$ cat config.mk
export PLATFORM = sky130hd
export DESIGN_NAME = shift_unit_pipe
export DESIGN_NICKNAME = d
export VERILOG_FILES = /design/src/rtl/shift_unit_pipe.sv
export SDC_FILE = /design/constraint.sdc
export NUM_CORES = 1
export LEC_CHECK = 0
export CORE_ASPECT_RATIO = 0.7
export CORE_MARGIN = 8
export CORE_UTILIZATION = 30
export CTS_BUF_LIST = sky130_fd_sc_hd__clkbuf_4
export DETAILED_ROUTE_END_ITERATION = 10
export GPL_TIMING_DRIVEN = 0
export MAX_ROUTING_LAYER = met4
export SETUP_SLACK_MARGIN = 0.1
export SLEW_MARGIN = 10
export SYNTH_ARGS = -nofsm -noshare
export SYNTH_HDL_FRONTEND = slang
export SYNTH_SLANG_ARGS = --single-unit
$ cat constraint.sdc
create_clock -name clk -period 4.29 [get_ports clk]
set_clock_uncertainty 0.05 [all_clocks]
set_input_delay 0.858 -clock clk [delete_from_list [all_inputs] [get_ports clk]]
set_output_delay 0.858 -clock clk [all_outputs]
set_load 0.005 [all_outputs]
$ cat src/rtl/shift_unit_pipe.sv
// Two-stage pipelined shift/rotate unit with carry/zero flags and valid/ready
// handshaking on both sides; stage 1 shifts by the low amount bits, stage 2 by the rest.
module shift_unit_pipe #(
    parameter  int WIDTH = 32,
    localparam int SHW   = $clog2(WIDTH)
) (
    input  logic             clk,
    input  logic             reset,
    input  logic             in_valid,
    output logic             in_ready,
    input  logic [WIDTH-1:0] a,
    input  logic [SHW-1:0]   b,
    input  logic [2:0]       sfn,
    output logic             out_valid,
    input  logic             out_ready,
    output logic [WIDTH-1:0] y,
    output logic             carry,
    output logic             zero
);

    localparam int LO = SHW / 2;
    localparam int HI = SHW - LO;

    typedef enum logic [2:0] {
        OP_SLL = 3'b000,
        OP_SRL = 3'b001,
        OP_SRA = 3'b011,
        OP_ROL = 3'b100,
        OP_ROR = 3'b101
    } op_e;

    function automatic logic [WIDTH-1:0] rotl(input logic [WIDTH-1:0] x,
                                              input logic [SHW-1:0]   n);
        logic [2*WIDTH-1:0] d;
        d = {x, x} << n;
        return d[2*WIDTH-1:WIDTH];
    endfunction

    function automatic logic [WIDTH-1:0] rotr(input logic [WIDTH-1:0] x,
                                              input logic [SHW-1:0]   n);
        logic [2*WIDTH-1:0] d;
        d = {x, x} >> n;
        return d[WIDTH-1:0];
    endfunction

    // Shifts run on a WIDTH+1 bit word carrying one guard bit, so the last bit
    // shifted out lands in the guard position (MSB for left, LSB for right).
    function automatic logic [WIDTH:0] shiftExt(input logic [WIDTH:0] ext,
                                                input logic [2:0]     op,
                                                input logic [SHW-1:0] amt);
        logic signed [WIDTH:0] sext;
        logic [WIDTH:0]        r;
        sext = ext;
        r    = '0;
        case (op)
            OP_SLL:  r = ext << amt;
            OP_SRL:  r = ext >> amt;
            OP_SRA:  r = sext >>> amt;
            OP_ROL:  r = {1'b0, rotl(ext[WIDTH-1:0], amt)};
            OP_ROR:  r = {1'b0, rotr(ext[WIDTH-1:0], amt)};
            default: r = '0;
        endcase
        return r;
    endfunction

    logic             s1Valid_q, s1Valid_d;
    logic [WIDTH:0]   s1Ext_q,   s1Ext_d;
    logic [2:0]       s1Op_q,    s1Op_d;
    logic [HI-1:0]    s1Hi_q,    s1Hi_d;
    logic             s1BZero_q, s1BZero_d;
    logic             s2Valid_q, s2Valid_d;
    logic [WIDTH-1:0] y_q,       y_d;
    logic             carry_q,   carry_d;
    logic             zero_q,    zero_d;

    logic             s2Load;
    logic             s1Adv;
    logic             inFire;
    logic [WIDTH:0]   initExt;
    logic [SHW-1:0]   loAmt;
    logic [SHW-1:0]   hiAmt;
    logic [WIDTH:0]   ext2;
    logic [WIDTH-1:0] yRes;
    logic             carryRes;

    always_comb begin
        s2Load   = !s2Valid_q || out_ready;
        s1Adv    = s1Valid_q && s2Load;
        in_ready = !s1Valid_q || s2Load;
        inFire   = in_valid && in_ready;

        initExt = {1'b0, a};
        if (sfn == OP_SRL || sfn == OP_SRA) begin
            initExt = {a, 1'b0};
        end
        loAmt = {{HI{1'b0}}, b[LO-1:0]};
        hiAmt = {s1Hi_q, {LO{1'b0}}};
        ext2  = shiftExt(s1Ext_q, s1Op_q, hiAmt);

        yRes     = '0;
        carryRes = 1'b0;
        case (s1Op_q)
            OP_SLL: begin
                yRes     = ext2[WIDTH-1:0];
                carryRes = ext2[WIDTH];
            end
            OP_SRL, OP_SRA: begin
                yRes     = ext2[WIDTH:1];
                carryRes = ext2[0];
            end
            OP_ROL: begin
                yRes     = ext2[WIDTH-1:0];
                carryRes = !s1BZero_q && ext2[0];
            end
            OP_ROR: begin
                yRes     = ext2[WIDTH-1:0];
                carryRes = !s1BZero_q && ext2[WIDTH-1];
            end
            default: begin
                yRes     = '0;
                carryRes = 1'b0;
            end
        endcase
    end

    // A stage refills when empty or when its contents leave in the same cycle.
    always_comb begin
        s1Valid_d = s1Valid_q;
        s1Ext_d   = s1Ext_q;
        s1Op_d    = s1Op_q;
        s1Hi_d    = s1Hi_q;
        s1BZero_d = s1BZero_q;
        s2Valid_d = s2Valid_q;
        y_d       = y_q;
        carry_d   = carry_q;
        zero_d    = zero_q;

        if (inFire) begin
            s1Valid_d = 1'b1;
            s1Ext_d   = shiftExt(initExt, sfn, loAmt);
            s1Op_d    = sfn;
            s1Hi_d    = b[SHW-1:LO];
            s1BZero_d = (b == '0);
        end else if (s1Adv) begin
            s1Valid_d = 1'b0;
        end

        if (s2Load) begin
            s2Valid_d = s1Valid_q;
        end
        if (s1Adv) begin
            y_d     = yRes;
            carry_d = carryRes;
            zero_d  = (yRes == '0);
        end
    end

    always_ff @(posedge clk) begin
        if (reset) begin
            s1Valid_q <= 1'b0;
            s1Ext_q   <= '0;
            s1Op_q    <= '0;
            s1Hi_q    <= '0;
            s1BZero_q <= 1'b0;
            s2Valid_q <= 1'b0;
            y_q       <= '0;
            carry_q   <= 1'b0;
            zero_q    <= 1'b0;
        end else begin
            s1Valid_q <= s1Valid_d;
            s1Ext_q   <= s1Ext_d;
            s1Op_q    <= s1Op_d;
            s1Hi_q    <= s1Hi_d;
            s1BZero_q <= s1BZero_d;
            s2Valid_q <= s2Valid_d;
            y_q       <= y_d;
            carry_q   <= carry_d;
            zero_q    <= zero_d;
        end
    end

    assign out_valid = s2Valid_q;
    assign y         = y_q;
    assign carry     = carry_q;
    assign zero      = zero_q;

endmodule

======== After elaboration in Yosys (flattened, before gate mapping) ========
Cells that the tools add are included.
word-level totals
  logic and storage cells ................. 51
  bits in registers ....................... 76
  output and inout port bits .............. 36
  bits of input ports ..................... 44
operators by class
  reductions and logical operators ........ 17
  muxes and demuxes ....................... 7
  equality and inequality tests ........... 8
  shift operators ......................... 10
operators by type and width
  operator                                                         count
  33-bit one-hot mux with 5 select lines                           2
  32-bit one-hot mux with 2 select lines                           1
  64-bit by 2-bit left shift with 64-bit output                    1
  64-bit by 5-bit left shift with 64-bit output                    1
  64-bit by 2-bit right shift with 32-bit output                   1
  64-bit by 5-bit right shift with 32-bit output                   1
  33-bit 2-to-1 mux                                                1
  33-bit by 2-bit left shift with 33-bit output                    1
  33-bit by 5-bit left shift with 33-bit output                    1
  33-bit by 2-bit right shift with 33-bit output                   1
  33-bit by 5-bit right shift with 33-bit output                   1
  33-bit by 2-bit >>> shifter with 33-bit output                   1
  33-bit by 5-bit >>> shifter with 33-bit output                   1
  32-bit zero test                                                 1
  3-bit == test, second input constant                             4
  3-bit by 1-bit == test with 1-bit output, second input constant  2
  3-bit by 2-bit == test with 1-bit output, second input constant  2
  3-bit zero test                                                  2
  5-bit zero test                                                  1
  1-bit logical AND                                                4
  1-bit one-hot mux with 4 select lines                            1
  1-bit zero test                                                  3
  1-bit logical OR                                                 3
  3-bit OR reduction                                               1
  3 further kinds                                                  4

======== Logic depth before layout (Yosys ltp) ========
  depth after elaboration ................. 5
  gate-level depth with buffers ........... 12
  gate-level depth less buffers ........... 8

======== Worst setup path after synthesis ========
OpenSTA, ideal clock, no wires.
  path type ............................... input-to-reg
  from .................................... input port sfn[0]
  to ...................................... register s1Ext_q[29]
  path buffers ............................ 2
  path slack .............................. 1468 ps
  data required time ...................... 4108 ps
  data arrival time ....................... 2640 ps
  library setup time ...................... 132 ps
  cell stages on the path ................. 10
  path through ............................ nor2b_1 clkbuf_1 clkbuf_1 mux2_2 nor2_1 a21oi_1 a221oi_1 nand2_1 o211ai_1 a21oi_1
on the way
  longest elaborated chain between the ends .. 5
  elaborated cells between the ends (all ways) .. 13
  classes of those cells .................. 4 x eq/ne; 5 x shift; 2 x mux; 2 x reduce/logical
ends and longest elaborated chain
  element                                                                                               RTL line  RTL
  start, declared                                                                                       13        input logic [2:0] sfn,
  3-bit by 1-bit == test with 1-bit output or 3-bit by 2-bit == test with 1-bit output (tied branches)  55, 93
  1-bit logical OR                                                                                      93        if (sfn == OP_SRL || sfn == OP_SRA) begin
  33-bit 2-to-1 mux                                                                                     93
  64-bit by 2-bit right shift with 32-bit output (tied with other cells)                                42        d = {x, x} >> n;
  33-bit one-hot mux with 5 select lines (*)                                                            55        case (op)
  end signal, assigned                                                                                  171       s1Ext_q <= s1Ext_d;
  end, declared                                                                                         67        logic [WIDTH:0] s1Ext_q, s1Ext_d;
Mark *: on every way between the ends. The rest lies on a longest branch, timed or not.
A chain may end at the register's enable or synchronous reset.

======== Worst setup path in the final report ========
  from .................................... register s1Hi_q[2]
  to ...................................... register zero_q, in the netlist zero
on the way
  longest elaborated chain between the ends .. 4
  elaborated cells between the ends (all ways) .. 8
  classes of those cells .................. 5 x shift; 2 x mux; 1 x reduce/logical
ends and longest elaborated chain
  element                                                                 RTL line  RTL
  start, declared                                                         69        logic [HI-1:0] s1Hi_q, s1Hi_d;
  start signal, assigned                                                  173       s1Hi_q <= s1Hi_d;
  64-bit by 5-bit right shift with 32-bit output (tied with other cells)  42
  33-bit one-hot mux with 5 select lines (*)                              55
  32-bit one-hot mux with 2 select lines (*)                              102       case (s1Op_q)
  32-bit zero test (*)                                                    154       zero_d = (yRes == '0);
  end signal, assigned                                                    178       zero_q <= zero_d;
  end, declared                                                           74        logic zero_q, zero_d;
Marked as above.

==> results.txt <==
ys async rst share - 0%
Leak Pwr - 3.56 nW
post-route ant nets - 0
Post-Synth Adder-Cell Area - 0%
Setup Buffers After CTS - 0
largest net degree at the start of global routing - 15
CTS Buf Count - 9
crit end category - flop
post-synthesis mux area share - 27.3%
routed via count - 11300
antenna violations before repair - 1
Post-Syn Instances - 1195
Die Wd - 223 um
most common cell after layout, fill and taps aside - mux2i_1
CTS Buffer Depth - 2
Final TNS setup - 0 ps
DRC viols - 0
Seq cells post-synth - 76
Avg WL per Cell - 31.7 um
vias in the first global route - 10500
Sink Count - 76
post-layout min period - 4230 ps
Rel. slew slack - 0.909%
fmax - 0.237 GHz
share of cells above drive strength 1 - 10.2%
final wirelength - 53.1 mm
failing checks - max-capacitance violations
final setup fails - 0
mean post-synth cell area - 7.51 um^2
CTS tree - yes
DIE AREA - 35800 um^2
xor/xnor share of the synthesized area - 0.0975%
clk_lat worst skew - 510 ps
# hold bufs at CTS - 0
PortBufs - 77
area grow syn2layout - 15.8%
main combinational cell family by area after synthesis - compound AO/OA/AOI/OAI gates
Die Ht - 161 um
run status - finished, violations left
core area - 29700 um^2
Final Cycle Share - 98.5%
compound-gate portion of the synthesized area - 28.5%
Most used DFF post-synth - dfxtp_1
Synth Area in Simple Gates - 20.1%
WHS - 427 ps
RSZ-0062 raised after global routing - false
RePlAce Congestion - 1.11
Clock transition at path regs - 160 ps
Synthesized Nets - 1239
commonest cells after routing, fill and taps aside - 135 x mux2i_1, 116 x nor2_1, 106 x nand2_1
part of the Yosys area used for sequential elements - 16.9%
row cnt - 53
Crit Path Max Fanout - 10
Slew Viols, Final - 0
pwr/cell area - 225 nW/um^2
Detailed Routing Iterations Pass 1 - 7
Startpoint Class - flop
crit path kind - reg2reg
gr usage total - 29.2%
Root Driver - clkbuf_4
CTS H-tree lvls - 3
nets@finish - 1328
Initial Util - 30.2%
vias per inst - 6.72
Top Ports - 80
hold crit path type - reg2reg
Hold Fails Final Rpt - 0
number of synthesized flops with an enable pin - 0
post-synthesis cell area - 8980 um^2
grt total ovfl - 0
Netlist cell types - 77
Data arrival, critical path - 4600 ps
Detail Placement HPWL - 41.4 mm
CP required - 4660 ps
Worst-Margin Slew - 1480 ps
VDD IR max - 113 uV
Yosys warning count - 0
Iter 0 DRT Violations - 1747
Max Cap Viol - 1
Final Total Pwr - 2.34 mW
global-route wire length before repair - 75.9 mm
==> state kept, by name, indices dropped and copies added, names as in the netlist <==
name	flops
s1Ext_q	33
y	32
s1Hi_q	3
s1Op_q	3
carry	1
out_valid	1
s1BZero_q	1
s1Valid_q	1
zero	1
==> worst max-delay path, stage by stage (launching register included) <==
cell	delay, ps
dfxtp_1	330
clkbuf_1	290
inv_1	200
clkbuf_1	630
buf_2	470
clkbuf_2	450
o211ai_1	380
a21oi_1	340
nand2_1	190
nor4b_1	360
nand4_1	200
o41ai_2	240
==> cells by family after synthesis <==
logic type	count (synthesis)
DFF	76
buffers and inverters	153
xor gates and xnor gates	1
muxes	200
AOI/OAI and AO/OA	389
and+or+nand+nor	376
==> through the flow <==
step / area [um^2] / cells / worst slack [ps] / utilization (%)
floorplan: 8980 / 1195 / 1470 / -
global placement: 10200 / 1657 / -438 / 34.4
detailed placement: 10200 / 1658 / -80.7 / 34.5
CTS: 10400 / 1674 / 119 / 34.9
global route: 10400 / 1675 / 118 / 35.0
finish: 10400 / 1677 / 63.2 / 35.0
==> path summary, 6_finish.rpt <==
check                              to  slack [ps]  cells past startpoint  startpoint
worst max-delay path             zero          60                     11   s1Hi_q[2]
worst min-delay path            y[26]         430                      2       y[26]
worst max register to register   zero          60                     11   s1Hi_q[2]
worst min register to register  y[26]         430                      2       y[26]
==> cell type report <==
| cell class | instances | area, um^2 |
|---|---|---|
| Tap cell | 385 | 482 |
| Multi-Input combinational cell | 966 | 6830 |
| Clock buffer | 9 | 67.6 |
| Clock inverter | 7 | 50.0 |
| Buffer | 144 | 623 |
| Fill cell | 3216 | 19300 |
| Inverter | 9 | 33.8 |
| Antenna cell | 3 | 7.51 |
| Sequential cell | 76 | 1520 |
| Timing Repair Buffer | 78 | 778 |
==> where the power goes <==
group          internal [mW]  switching [mW]  total [mW]
Sequential             0.744          0.0317       0.776
Clock                  0.121           0.330       0.451
Combinational          0.380           0.735        1.12
Total                   1.25            1.10        2.34
==> routing by layer <==
layer / track usage (%) / wire length, um / vias up
li1: - / - / 4720
met1: 42.8 / 24600 / 5571
met2: 36.3 / 19600 / 847
met3: 10.1 / 7440 / 126
met4: 8.30 / 1480 / 0
met5: - / 0 / -
==> timing repair <==
| item | 4_1_cts | 5_1_grt |
|---|---|---|
| cloned | 0 | 0 |
| resized for setup | 2 | 14 |
| setup endpoints to repair | 1 | 1 |
==> cell usage after synthesis (15+ instances only) <==
cell | instances | area (um^2)
clkbuf_1 | 95 | 357
o21ai_0 | 88 | 440
buf_2 | 29 | 145
a21oi_1 | 70 | 350
mux4_2 | 30 | 676
a31oi_1 | 21 | 131
buf_1 | 15 | 56.3
nand2_1 | 106 | 398
dfxtp_1 | 76 | 1520
mux2_2 | 33 | 372
o211ai_1 | 15 | 113
o22ai_1 | 39 | 244
nor2_1 | 116 | 435
nand3_1 | 29 | 145
nand2b_1 | 35 | 219
a211oi_1 | 36 | 270
mux2i_1 | 135 | 1350
a22oi_1 | 30 | 225
nor3_1 | 23 | 115
(Power assumes the default switching activity.)
